[config.mk]
export PLATFORM = sky130hd
export DESIGN_NAME = localbus_dma_flat
export DESIGN_NICKNAME = d
export VERILOG_FILES = /design/src/rtl/localbus_dma_if.sv /design/src/rtl/localbus_dma.sv /design/src/flat_wrapper.sv
export SDC_FILE = /design/constraint.sdc
export NUM_CORES = 1
export LEC_CHECK = 0
export CAP_MARGIN = 25
export CELL_PAD_IN_SITES_DETAIL_PLACEMENT = 1
export CELL_PAD_IN_SITES_GLOBAL_PLACEMENT = 2
export CORE_MARGIN = 1
export CORE_UTILIZATION = 30
export CTS_BUF_LIST = sky130_fd_sc_hd__clkbuf_4
export DETAILED_ROUTE_END_ITERATION = 10
export GPL_TIMING_DRIVEN = 0
export HOLD_SLACK_MARGIN = 0.02
export PLACE_DENSITY_LB_ADDON = 0.1
export SYNTH_ARGS = -nofsm -noshare
export SYNTH_HDL_FRONTEND = slang
export SYNTH_SLANG_ARGS = --single-unit
export TNS_END_PERCENT = 20
[constraint.sdc]
create_clock -name clk -period 4.8 [get_ports clk]
set_input_delay 0.72 -clock clk [delete_from_list [all_inputs] [get_ports clk]]
set_output_delay 0.72 -clock clk [all_outputs]
set_load 0.02 [all_outputs]
[src/rtl/localbus_dma_if.sv]
`default_nettype none
// ============================================================================
// Module   : localbus_dma_if
// Brief    : Control and local-bus signal bundle for localbus_dma.
// Revision : 1.0 - initial release
// ============================================================================
interface localbus_dma_if #(
    parameter int XLEN   = 32,
    parameter int LWIDTH = 16
);
    logic              start;
    logic              abort;
    logic [XLEN-1:0]   src;
    logic [XLEN-1:0]   dst;
    logic [LWIDTH-1:0] len;
    logic              busy;
    logic              done;
    logic [1:0]        err;
    logic              bus_req;
    logic              bus_gnt;
    logic [XLEN-1:0]   bus_addr;
    logic [XLEN-1:0]   bus_wdata;
    logic [2:0]        bus_we;
    logic [XLEN-1:0]   bus_rdata;

    modport master (
        input  start, abort, src, dst, len, bus_gnt, bus_rdata,
        output busy, done, err, bus_req, bus_addr, bus_wdata, bus_we
    );

    modport slave (
        output start, abort, src, dst, len, bus_gnt, bus_rdata,
        input  busy, done, err, bus_req, bus_addr, bus_wdata, bus_we
    );
endinterface
`default_nettype wire

[src/rtl/localbus_dma.sv]
`default_nettype none
// ============================================================================
// Module   : localbus_dma
// Brief    : Word-at-a-time local-bus copy engine (read src, write dst).
// Revision : 1.0 - initial release
// ============================================================================
module localbus_dma #(
    parameter int         XLEN       = 32,
    parameter int         LWIDTH     = 16,
    parameter int         RD_LATENCY = 1,      // legal range 1..3
    parameter logic [2:0] WE_WORD    = 3'b100
) (
    input  logic                 clk,
    input  logic                 rst,
    localbus_dma_if.master       dma
);

    localparam logic [2:0] c_idle    = 3'd0;
    localparam logic [2:0] c_req     = 3'd1;
    localparam logic [2:0] c_rd_addr = 3'd2;
    localparam logic [2:0] c_rd_wait = 3'd3;
    localparam logic [2:0] c_wr      = 3'd4;
    localparam logic [2:0] c_done    = 3'd5;

    localparam logic [1:0] c_lat_last  = 2'(RD_LATENCY - 1);
    localparam logic [1:0] c_err_none  = 2'b00;
    localparam logic [1:0] c_err_align = 2'b01;
    localparam logic [1:0] c_err_abort = 2'b10;

    logic [2:0]        r_state;
    logic [2:0]        w_next;
    logic [XLEN-1:0]   r_src;
    logic [XLEN-1:0]   r_dst;
    logic [XLEN-1:0]   r_data;
    logic [LWIDTH-1:0] r_rem;
    logic [1:0]        r_lat;
    logic [1:0]        r_err;

    logic w_misaligned;
    logic w_active;
    logic w_rd_phase;
    logic w_wr_phase;
    logic w_lat_done;

    assign w_misaligned = (|dma.src[1:0]) | (|dma.dst[1:0]);
    assign w_rd_phase   = (r_state == c_rd_addr) || (r_state == c_rd_wait);
    assign w_wr_phase   = (r_state == c_wr);
    assign w_active     = (r_state == c_req) || w_rd_phase || w_wr_phase;
    assign w_lat_done   = (r_lat == c_lat_last);

    // Bus outputs decode from state and registers only, and are zero when
    // not driving so several masters can be OR-ed onto the same bus.
    assign dma.bus_addr  = w_rd_phase ? r_src : (w_wr_phase ? r_dst : '0);
    assign dma.bus_wdata = w_wr_phase ? r_data : '0;
    assign dma.bus_we    = w_wr_phase ? WE_WORD : 3'b000;
    assign dma.bus_req   = w_active;
    assign dma.busy      = w_active;
    assign dma.done      = (r_state == c_done);
    assign dma.err       = (r_state == c_done) ? r_err : c_err_none;

    always_ff @(posedge clk or posedge rst) begin
        if (rst) begin
            r_state <= c_idle;
        end else begin
            r_state <= w_next;
        end
    end

    always_comb begin
        w_next = r_state;
        case (r_state)
            c_idle: begin
                if (dma.start) begin
                    if (w_misaligned || (dma.len == '0)) begin
                        w_next = c_done;
                    end else begin
                        w_next = c_req;
                    end
                end
            end
            c_req: begin
                if (dma.abort)        w_next = c_done;
                else if (dma.bus_gnt) w_next = c_rd_addr;
            end
            c_rd_addr: begin
                w_next = dma.abort ? c_done : c_rd_wait;
            end
            c_rd_wait: begin
                if (dma.abort)        w_next = c_done;
                else if (w_lat_done)  w_next = c_wr;
            end
            c_wr: begin
                // Grant is only re-examined here, at a word boundary.
                if (dma.abort)                         w_next = c_done;
                else if (r_rem == LWIDTH'(1))          w_next = c_done;
                else if (dma.bus_gnt)                  w_next = c_rd_addr;
                else                                   w_next = c_req;
            end
            c_done:  w_next = c_idle;
            default: w_next = c_idle;
        endcase
    end

    always_ff @(posedge clk or posedge rst) begin
        if (rst) begin
            r_src  <= '0;
            r_dst  <= '0;
            r_data <= '0;
            r_rem  <= '0;
            r_lat  <= '0;
            r_err  <= c_err_none;
        end else begin
            case (r_state)
                c_idle: begin
                    if (dma.start) begin
                        if (w_misaligned) begin
                            r_err <= c_err_align;
                        end else begin
                            r_err <= c_err_none;
                            if (dma.len != '0) begin
                                r_src <= dma.src;
                                r_dst <= dma.dst;
                                r_rem <= dma.len;
                            end
                        end
                    end
                end
                c_req: begin
                    if (dma.abort) r_err <= c_err_abort;
                end
                c_rd_addr: begin
                    r_lat <= '0;
                    if (dma.abort) r_err <= c_err_abort;
                end
                c_rd_wait: begin
                    if (dma.abort) begin
                        r_err <= c_err_abort;
                    end else if (w_lat_done) begin
                        r_data <= dma.bus_rdata;
                    end else begin
                        r_lat <= r_lat + 2'd1;
                    end
                end
                c_wr: begin
                    // An aborted write still reaches the bus but does not advance.
                    if (dma.abort) begin
                        r_err <= c_err_abort;
                    end else begin
                        r_src <= r_src + XLEN'(4);
                        r_dst <= r_dst + XLEN'(4);
                        r_rem <= r_rem - LWIDTH'(1);
                    end
                end
                default: ;
            endcase
        end
    end

endmodule
`default_nettype wire

[src/flat_wrapper.sv]
// flat-port wrapper written by rule: the top's interface ports become plain ports
module localbus_dma_flat 
#(
    parameter int         XLEN       = 32,
    parameter int         LWIDTH     = 16,
    parameter int         RD_LATENCY = 1,                         
    parameter logic [2:0] WE_WORD    = 3'b100
)
  (clk, rst, dma_start, dma_abort, dma_src, dma_dst, dma_len, dma_bus_gnt, dma_bus_rdata, dma_busy, dma_done, dma_err, dma_bus_req, dma_bus_addr, dma_bus_wdata, dma_bus_we);
  localbus_dma_if #(.XLEN(XLEN), .LWIDTH(LWIDTH)) dma_i ();
  input  logic clk;
  input  logic rst;
  input wire logic [$bits(dma_i.start)-1:0] dma_start;
  input wire logic [$bits(dma_i.abort)-1:0] dma_abort;
  input wire logic [$bits(dma_i.src)-1:0] dma_src;
  input wire logic [$bits(dma_i.dst)-1:0] dma_dst;
  input wire logic [$bits(dma_i.len)-1:0] dma_len;
  input wire logic [$bits(dma_i.bus_gnt)-1:0] dma_bus_gnt;
  input wire logic [$bits(dma_i.bus_rdata)-1:0] dma_bus_rdata;
  output wire logic [$bits(dma_i.busy)-1:0] dma_busy;
  output wire logic [$bits(dma_i.done)-1:0] dma_done;
  output wire logic [$bits(dma_i.err)-1:0] dma_err;
  output wire logic [$bits(dma_i.bus_req)-1:0] dma_bus_req;
  output wire logic [$bits(dma_i.bus_addr)-1:0] dma_bus_addr;
  output wire logic [$bits(dma_i.bus_wdata)-1:0] dma_bus_wdata;
  output wire logic [$bits(dma_i.bus_we)-1:0] dma_bus_we;
  assign dma_i.start = dma_start;
  assign dma_i.abort = dma_abort;
  assign dma_i.src = dma_src;
  assign dma_i.dst = dma_dst;
  assign dma_i.len = dma_len;
  assign dma_i.bus_gnt = dma_bus_gnt;
  assign dma_i.bus_rdata = dma_bus_rdata;
  assign dma_busy = dma_i.busy;
  assign dma_done = dma_i.done;
  assign dma_err = dma_i.err;
  assign dma_bus_req = dma_i.bus_req;
  assign dma_bus_addr = dma_i.bus_addr;
  assign dma_bus_wdata = dma_i.bus_wdata;
  assign dma_bus_we = dma_i.bus_we;
  localbus_dma #(.XLEN(XLEN), .LWIDTH(LWIDTH), .RD_LATENCY(RD_LATENCY), .WE_WORD(WE_WORD)) u_core (.clk(clk), .rst(rst), .dma(dma_i));
endmodule
==> results.json, run 1 <==
{
  "rsz0062_at_grt": "no",
  "cp_max_fo": 10,
  "maxSlewViolCount": 0,
  "grt_start_max_net_pins": 87,
  "cts_hold_buf": 0,
  "grt_pass1_vias": 8027,
  "cp-start-kind": "register",
  "worst_pin_slew_ns": 0.996,
  "netlist_instances": 829,
  "die_area_mm2": 0.0247,
  "start_util_pct": 30.7,
  "clk_latency_ns": 0.56,
  "grt_antenna_before_repair": 2,
  "ys_ff_latch": 119,
  "dp.cells": 1337,
  "ys_types": 62,
  "row_count": 56,
  "crit_slowest_cell": "buf_1",
  "path_cells": "or3b_2 > clkbuf_1 > inv_1 > buf_2 > buf_1 > a22o_1 > clkdlybuf4s50_1",
  "vias_per_cell": 5.62,
  "clk_pin_slew_ns": 0.12,
  "min_to": "u_core.r_src[1]$_DFFE_PP0P_",
  "syn_avg_cell_area_um2": 8.72,
  "min_from": "u_core.r_src[1]$_DFFE_PP0P_",
  "peakVddDrop_v": 0.000167,
  "cts.sinks": 119,
  "grt_usage_pct": 26.8,
  "min_period_ns": 4.65,
  "portBuffers": 186,
  "fin_crit_sh_pct": 96.9,
  "timing.hold.ws_ns": 0.498,
  "finalHoldViolations": 0,
  "fin_cells": 1371,
  "synth.top_cell.area_share_pct": 41.2,
  "maxCapViolCount": 0,
  "status": "finished, final reports clean",
  "clockBufferDepth": 2,
  "cts_tree": "done",
  "powerDensity_mw_per_mm2": 554,
  "ff2ff_path_depth": 7,
  "grt_pass1_wl_um": 48600,
  "overflow": 0,
  "hold_path_depth": 1,
  "yosysTopAreaCell": "dfrtp_1",
  "netlist_area_mm2": 0.00723,
  "crit_required_ns": 4.08,
  "gp_congestion": 0.857,
  "end_kind": "primary output",
  "root_buffer": "clkbuf_4",
  "crit_family": "buffers and inverters",
  "ys_seq_area_share_pct": 41.2,
  "ios": 189,
  "yosysMostFrequentCell": "dfrtp_1",
  "ys_warn_count": 0,
  "coreArea_mm2": 0.0235,
  "area_growth_pct": 36.4,
  "fin_skew_ns": 0.0304,
  "yosys-top-cells-count": "dfrtp_1, nand2_1, a21oi_1",
  "via_count": 7708,
  "yosys-top-cells-area": "dfrtp_1, a21oi_1, mux2_2",
  "drt-initial-drc-count": 487,
  "die_h_um": 157,
  "wl_per_cell_um": 23.4,
  "ant_nets": 0,
  "synth_ff_type": "dfrtp_1",
  "wirelength_um": 32000,
  "p_leak_nw": 3.88,
  "synth_edf_count": 0,
  "dp_hpwl_um": 23000,
  "drc": 0,
  "cts_max_level": 4,
  "ys_async_sr_fraction_pct": 100,
  "drive_gt1_share_pct": 10.0,
  "dr.pass1.iters": 5,
  "cts_buffers": 17,
  "relSlewSlack_pct": 33.6,
  "hp-class": "register to register",
  "fillCellCount": 2808,
  "max_stage_delay_ns": 0.67,
  "reg2reg_slack_ns": 1.72,
  "cp_num_buf_inv": 5,
  "crit_type": "register to primary output",
  "cp.arrival_ns": 3.93,
  "r2r-start": "u_core.r_state[1]$_DFFE_PP0P_",
  "max_clock_freq_mhz": 215,
  "r2r-end": "u_core.r_rem[12]$_DFFE_PP0P_",
  "nets": 1159,
  "setup_viol": 0,
  "die_x_um": 157
}
==> worst max-delay path by stage <==
stage,startpoint,endpoint,slack (ns),cells past startpoint
after floorplan,rst,u_core.r_data[0]$_DFFE_PP0P_,0.92,1
after global placement,rst,u_core.r_src[2]$_DFFE_PP0P_,-1.44,2
after detailed placement,u_core.r_state[0]$_DFFE_PP0P_,dma_bus_addr[26],0.56,7
after CTS,u_core.r_state[0]$_DFFE_PP0P_,dma_bus_addr[5],0.1,7
after global routing,u_core.r_state[0]$_DFFE_PP0P_,dma_bus_addr[1],0.002,7
final,u_core.r_state[0]$_DFFE_PP0P_,dma_bus_addr[1],0.15,7
==> repair_timing <==
| action | CTS | global route |
|---|---|---|
| setup buffers | 0 | 0 |
| endpoints found under the setup margin | 6 | 20 |
| resized for setup | 1 | 3 |
| cloned | 0 | 0 |
==> where the power goes <==
group	switching [W]	internal, W	leakage, nW
logic	0.00168	0.00108	2.27
clock network	0.000442	0.000414	0.163
registers	0.000461	0.00138	1.45
==> layout by cell type (no fill, tap or decap), types with 4 or more instances in the layout <==
cell type / instances
a21oi_1: 73
a22o_1: 32
a22oi_1: 9
a2bb2oi_1: 5
a31oi_1: 17
a32oi_1: 5
a41oi_1: 6
and2_1: 40
and3_1: 15
buf_1: 4
buf_2: 11
buf_4: 7
bufinv_16: 4
clkbuf_1: 41
clkbuf_4: 18
clkdlybuf4s50_1: 186
dfrtp_1: 119
ha_1: 5
inv_1: 14
mux2_2: 32
nand2_1: 75
nand3_1: 42
nand4_1: 16
nor2_1: 62
nor3_1: 19
nor3b_1: 5
nor4_1: 8
o21ai_0: 63
o22a_1: 18
o22ai_1: 17
o2bb2a_2: 7
o41ai_1: 4
or4_1: 6
==> logic make-up (layout without fill, tap and decap cells) <==
family                   count (synthesis)  count (layout)  share of synthesized area (%)
multiplexers                            35              35                           5.40
AO/OA/AOI/OAI                          281             281                           26.1
flip-flops                             119             119                           41.2
buffers and inverters                   82             302                           4.99
AND/OR/NAND/NOR                        306             306                           21.4
adder cells (fa/ha/maj)                  5               5                          0.866
other                                    1               4                         0.0519
==> per-stage QoR <==
stage | TNS [ns] | total power, W | area [um^2] | utilization (%) | setup slack (ns)
3_5_place_dp | 0 | 0.00460 | 9530 | 40.5 | 0.561
2_1_floorplan | 0 | 0.00336 | 7230 | - | 0.923
3_3_place_gp | -169.70 | 0.00457 | 9490 | 40.3 | -1.44
5_1_grt | 0 | 0.00582 | 9860 | 41.9 | 0.00205
4_1_cts | 0 | 0.00547 | 9850 | 41.8 | 0.0976
6_report | 0 | 0.00546 | 9860 | 41.9 | 0.147
==> flip-flops by register name, summed over array words and instances, names as in the netlist <==
register,flops
u_core.r_data,32
u_core.r_src,32
u_core.r_lat,2
u_core.r_err,2
u_core.r_rem,16
u_core.r_state,3
u_core.r_dst,32
==> metal layers <==
metal  GRT usage, %  vias to the layer above  wire length [um]
met5              0                        -                 0
met4           8.83                        0               841
met3           7.60                       52              2400
met2           44.1                      295             15000
met1           33.7                     3845             13800
li1               -                     3516                 -
==> area by class of cell <==
cell class | instances | area (um^2) | share of cell area [%]
Timing Repair Buffer | 188 | 1900 | 19.2
Sequential cell | 119 | 2980 | 30.2
Clock buffer | 18 | 135 | 1.37
Clock inverter | 14 | 183 | 1.85
Buffer | 67 | 307 | 3.11
Antenna cell | 2 | 5.00 | 0.0508
Tap cell | 319 | 399 | 4.05
Multi-Input combinational cell | 629 | 3890 | 39.5
Inverter | 15 | 61.3 | 0.622
Note: power is estimated with default switching activity, not from simulation.
==> run 2: changes to the inputs <==
Settings changed: PLACE_DENSITY set to 0.91, PLACE_DENSITY_LB_ADDON 0.1 to unset.
==> results.json, run 2 (synthesis gave the netlist of run 1 again) <==
{
  "status": "finished, final reports clean",
  "p_comb_share_pct": 50.7,
  "die_x_um": 157,
  "worst_pin_slew_ns": 1.01,
  "die_area_mm2": 0.0247,
  "portBuffers": 186,
  "hp-class": "register to register",
  "grt_pass1_vias": 8105,
  "nets": 1158,
  "maxSlewViolCount": 0,
  "cts_tree": "done",
  "min_to": "u_core.r_lat[0]$_DFFE_PP0P_",
  "min_from": "u_core.r_lat[0]$_DFFE_PP0P_",
  "root_buffer": "clkbuf_4",
  "power_frac_seq_pct": 33.7,
  "grt_antenna_before_repair": 1,
  "wl_per_cell_um": 23.1,
  "crit_type": "register to primary output",
  "switching_share_pct": 47.2,
  "drive_gt1_share_pct": 9.72,
  "wirelength_um": 31600,
  "peakVddDrop_v": 0.000244,
  "fin_tns_setup_ns": 0,
  "r2r-end": "u_core.r_src[28]$_DFFE_PP0P_",
  "cts_buffers": 17,
  "grt_usage_pct": 26.2,
  "multi_input_area_mm2": 0.00389,
  "max_clock_freq_mhz": 216,
  "start_util_pct": 30.7,
  "overflow": 0,
  "dp_hpwl_um": 22700,
  "reg2reg_slack_ns": 1.81,
  "via_count": 7858,
  "rsz0062_at_grt": "no",
  "clockPowerShare_pct": 15.6,
  "fillCellCount": 2802,
  "regArea_mm2": 0.00298,
  "coreArea_mm2": 0.0235,
  "dp.cells": 1336,
  "crit_required_ns": 4.08,
  "clockBufferDepth": 2,
  "maxCapViolCount": 0,
  "p_leak_nw": 3.86,
  "cts_max_level": 4,
  "largestRegisters": "u_core.r_data (32), u_core.r_dst (32), u_core.r_src (32)",
  "area_growth_pct": 36.2,
  "drc": 0,
  "cts.sinks": 119,
  "row_count": 56,
  "cp_max_fo": 10,
  "grt_start_max_net_pins": 85,
  "ios": 189,
  "fin_crit_sh_pct": 96.3,
  "relSlewSlack_pct": 32.1,
  "final_cell_mix": "clkdlybuf4s50_1, dfrtp_1, nand2_1, a21oi_1, o21ai_0",
  "die_h_um": 157,
  "fin_cells": 1369,
  "min_period_ns": 4.62,
  "cp-start-kind": "register",
  "end_kind": "primary output",
  "finalHoldViolations": 0,
  "dr.pass1.iters": 5,
  "powerDensity_mw_per_mm2": 551,
  "grt_pass1_wl_um": 48100,
  "gp_congestion": 0.876,
  "drt-initial-drc-count": 628,
  "ant_nets": 0,
  "switching_power_w": 0.00256,
  "fin_util_pct": 41.8,
  "setup_viol": 0,
  "cts_hold_buf": 0,
  "layout_commonest_cell": "clkdlybuf4s50_1",
  "clk_pin_slew_ns": 0.12,
  "power.internal_w": 0.00286,
  "ff2ff_path_depth": 6,
  "cp.arrival_ns": 3.90,
  "hold_path_depth": 1,
  "vias_per_cell": 5.74,
  "fin_skew_ns": 0.0214,
  "clk_latency_ns": 0.57,
  "r2r-start": "u_core.r_src[2]$_DFFE_PP0P_"
}
## run 2: power groups by stage
| stage | clock network [W] | logic (W) | registers (W) |
|---|---|---|---|
| after CTS | 0.000861 | 0.00273 | 0.00181 |
| final | 0.000845 | 0.00275 | 0.00183 |
| after global placement | 0 | 0.00266 | 0.00181 |
| after floorplan | 0 | 0.00167 | 0.00169 |
| after global routing | 0.000899 | 0.00295 | 0.00189 |
| after detailed placement | 0 | 0.00271 | 0.00183 |
## run 2: layout make-up
cell class                 count  share of cell area [%]
clock inverter                15                    1.88
inverter                      15                   0.623
antenna                        1                  0.0254
clock buffer                  17                    1.30
buffer                        67                    3.10
multi-input combinational    629                    39.6
tap                          319                    4.06
sequential                   119                    30.3
timing repair buffer         187                    19.2
## run 2: what timing repair did
action | in CTS | in global routing
endpoints found under the setup margin | 0 | 4
buffers inserted | 0 | 0
resized for setup | 0 | 2
## run 2: critical path: stages (launching register included)
cell	delay, ns
dfrtp_1	0.42
or3b_2	0.47
clkbuf_1	0.29
inv_1	0.20
clkbuf_1	0.53
buf_1	0.57
a22o_1	0.27
clkdlybuf4s50_1	0.61
## run 2: stage by stage
stage          hold WS [ns]  power, W  area (um^2)  worst slack (ns)
6_report              0.487   0.00543         9840             0.176
5_1_grt               0.506   0.00574         9840           0.00429
2_1_floorplan         0.454   0.00336         7230             0.923
3_5_place_dp          0.474   0.00454         9530             0.722
3_3_place_gp          0.470   0.00448         9490             -1.32
4_1_cts               0.489   0.00540         9840            0.0948
## run 2: how the worst max path moves through the flow
| stage | start | to | cells past startpoint |
|---|---|---|---|
| 4_1_cts | u_core.r_state[0]$_DFFE_PP0P_ | dma_bus_addr[26] | 7 |
| 3_3_place_gp | rst | u_core.r_src[5]$_DFFE_PP0P_ | 2 |
| 2_1_floorplan | rst | u_core.r_data[0]$_DFFE_PP0P_ | 1 |
| 3_5_place_dp | u_core.r_state[0]$_DFFE_PP0P_ | dma_bus_addr[26] | 7 |
| 6_report | u_core.r_state[0]$_DFFE_PP0P_ | dma_bus_addr[14] | 7 |
| 5_1_grt | u_core.r_state[0]$_DFFE_PP0P_ | dma_bus_addr[11] | 7 |
## run 2: metal layers
| metal | track usage [%] | vias up | wire, um |
|---|---|---|---|
| met4 | 9.48 | 0 | 850 |
| li1 | - | 3508 | - |
| met3 | 7.65 | 63 | 3120 |
| met2 | 42.7 | 396 | 14800 |
| met1 | 32.6 | 3891 | 12800 |
| met5 | 0 | - | 0 |
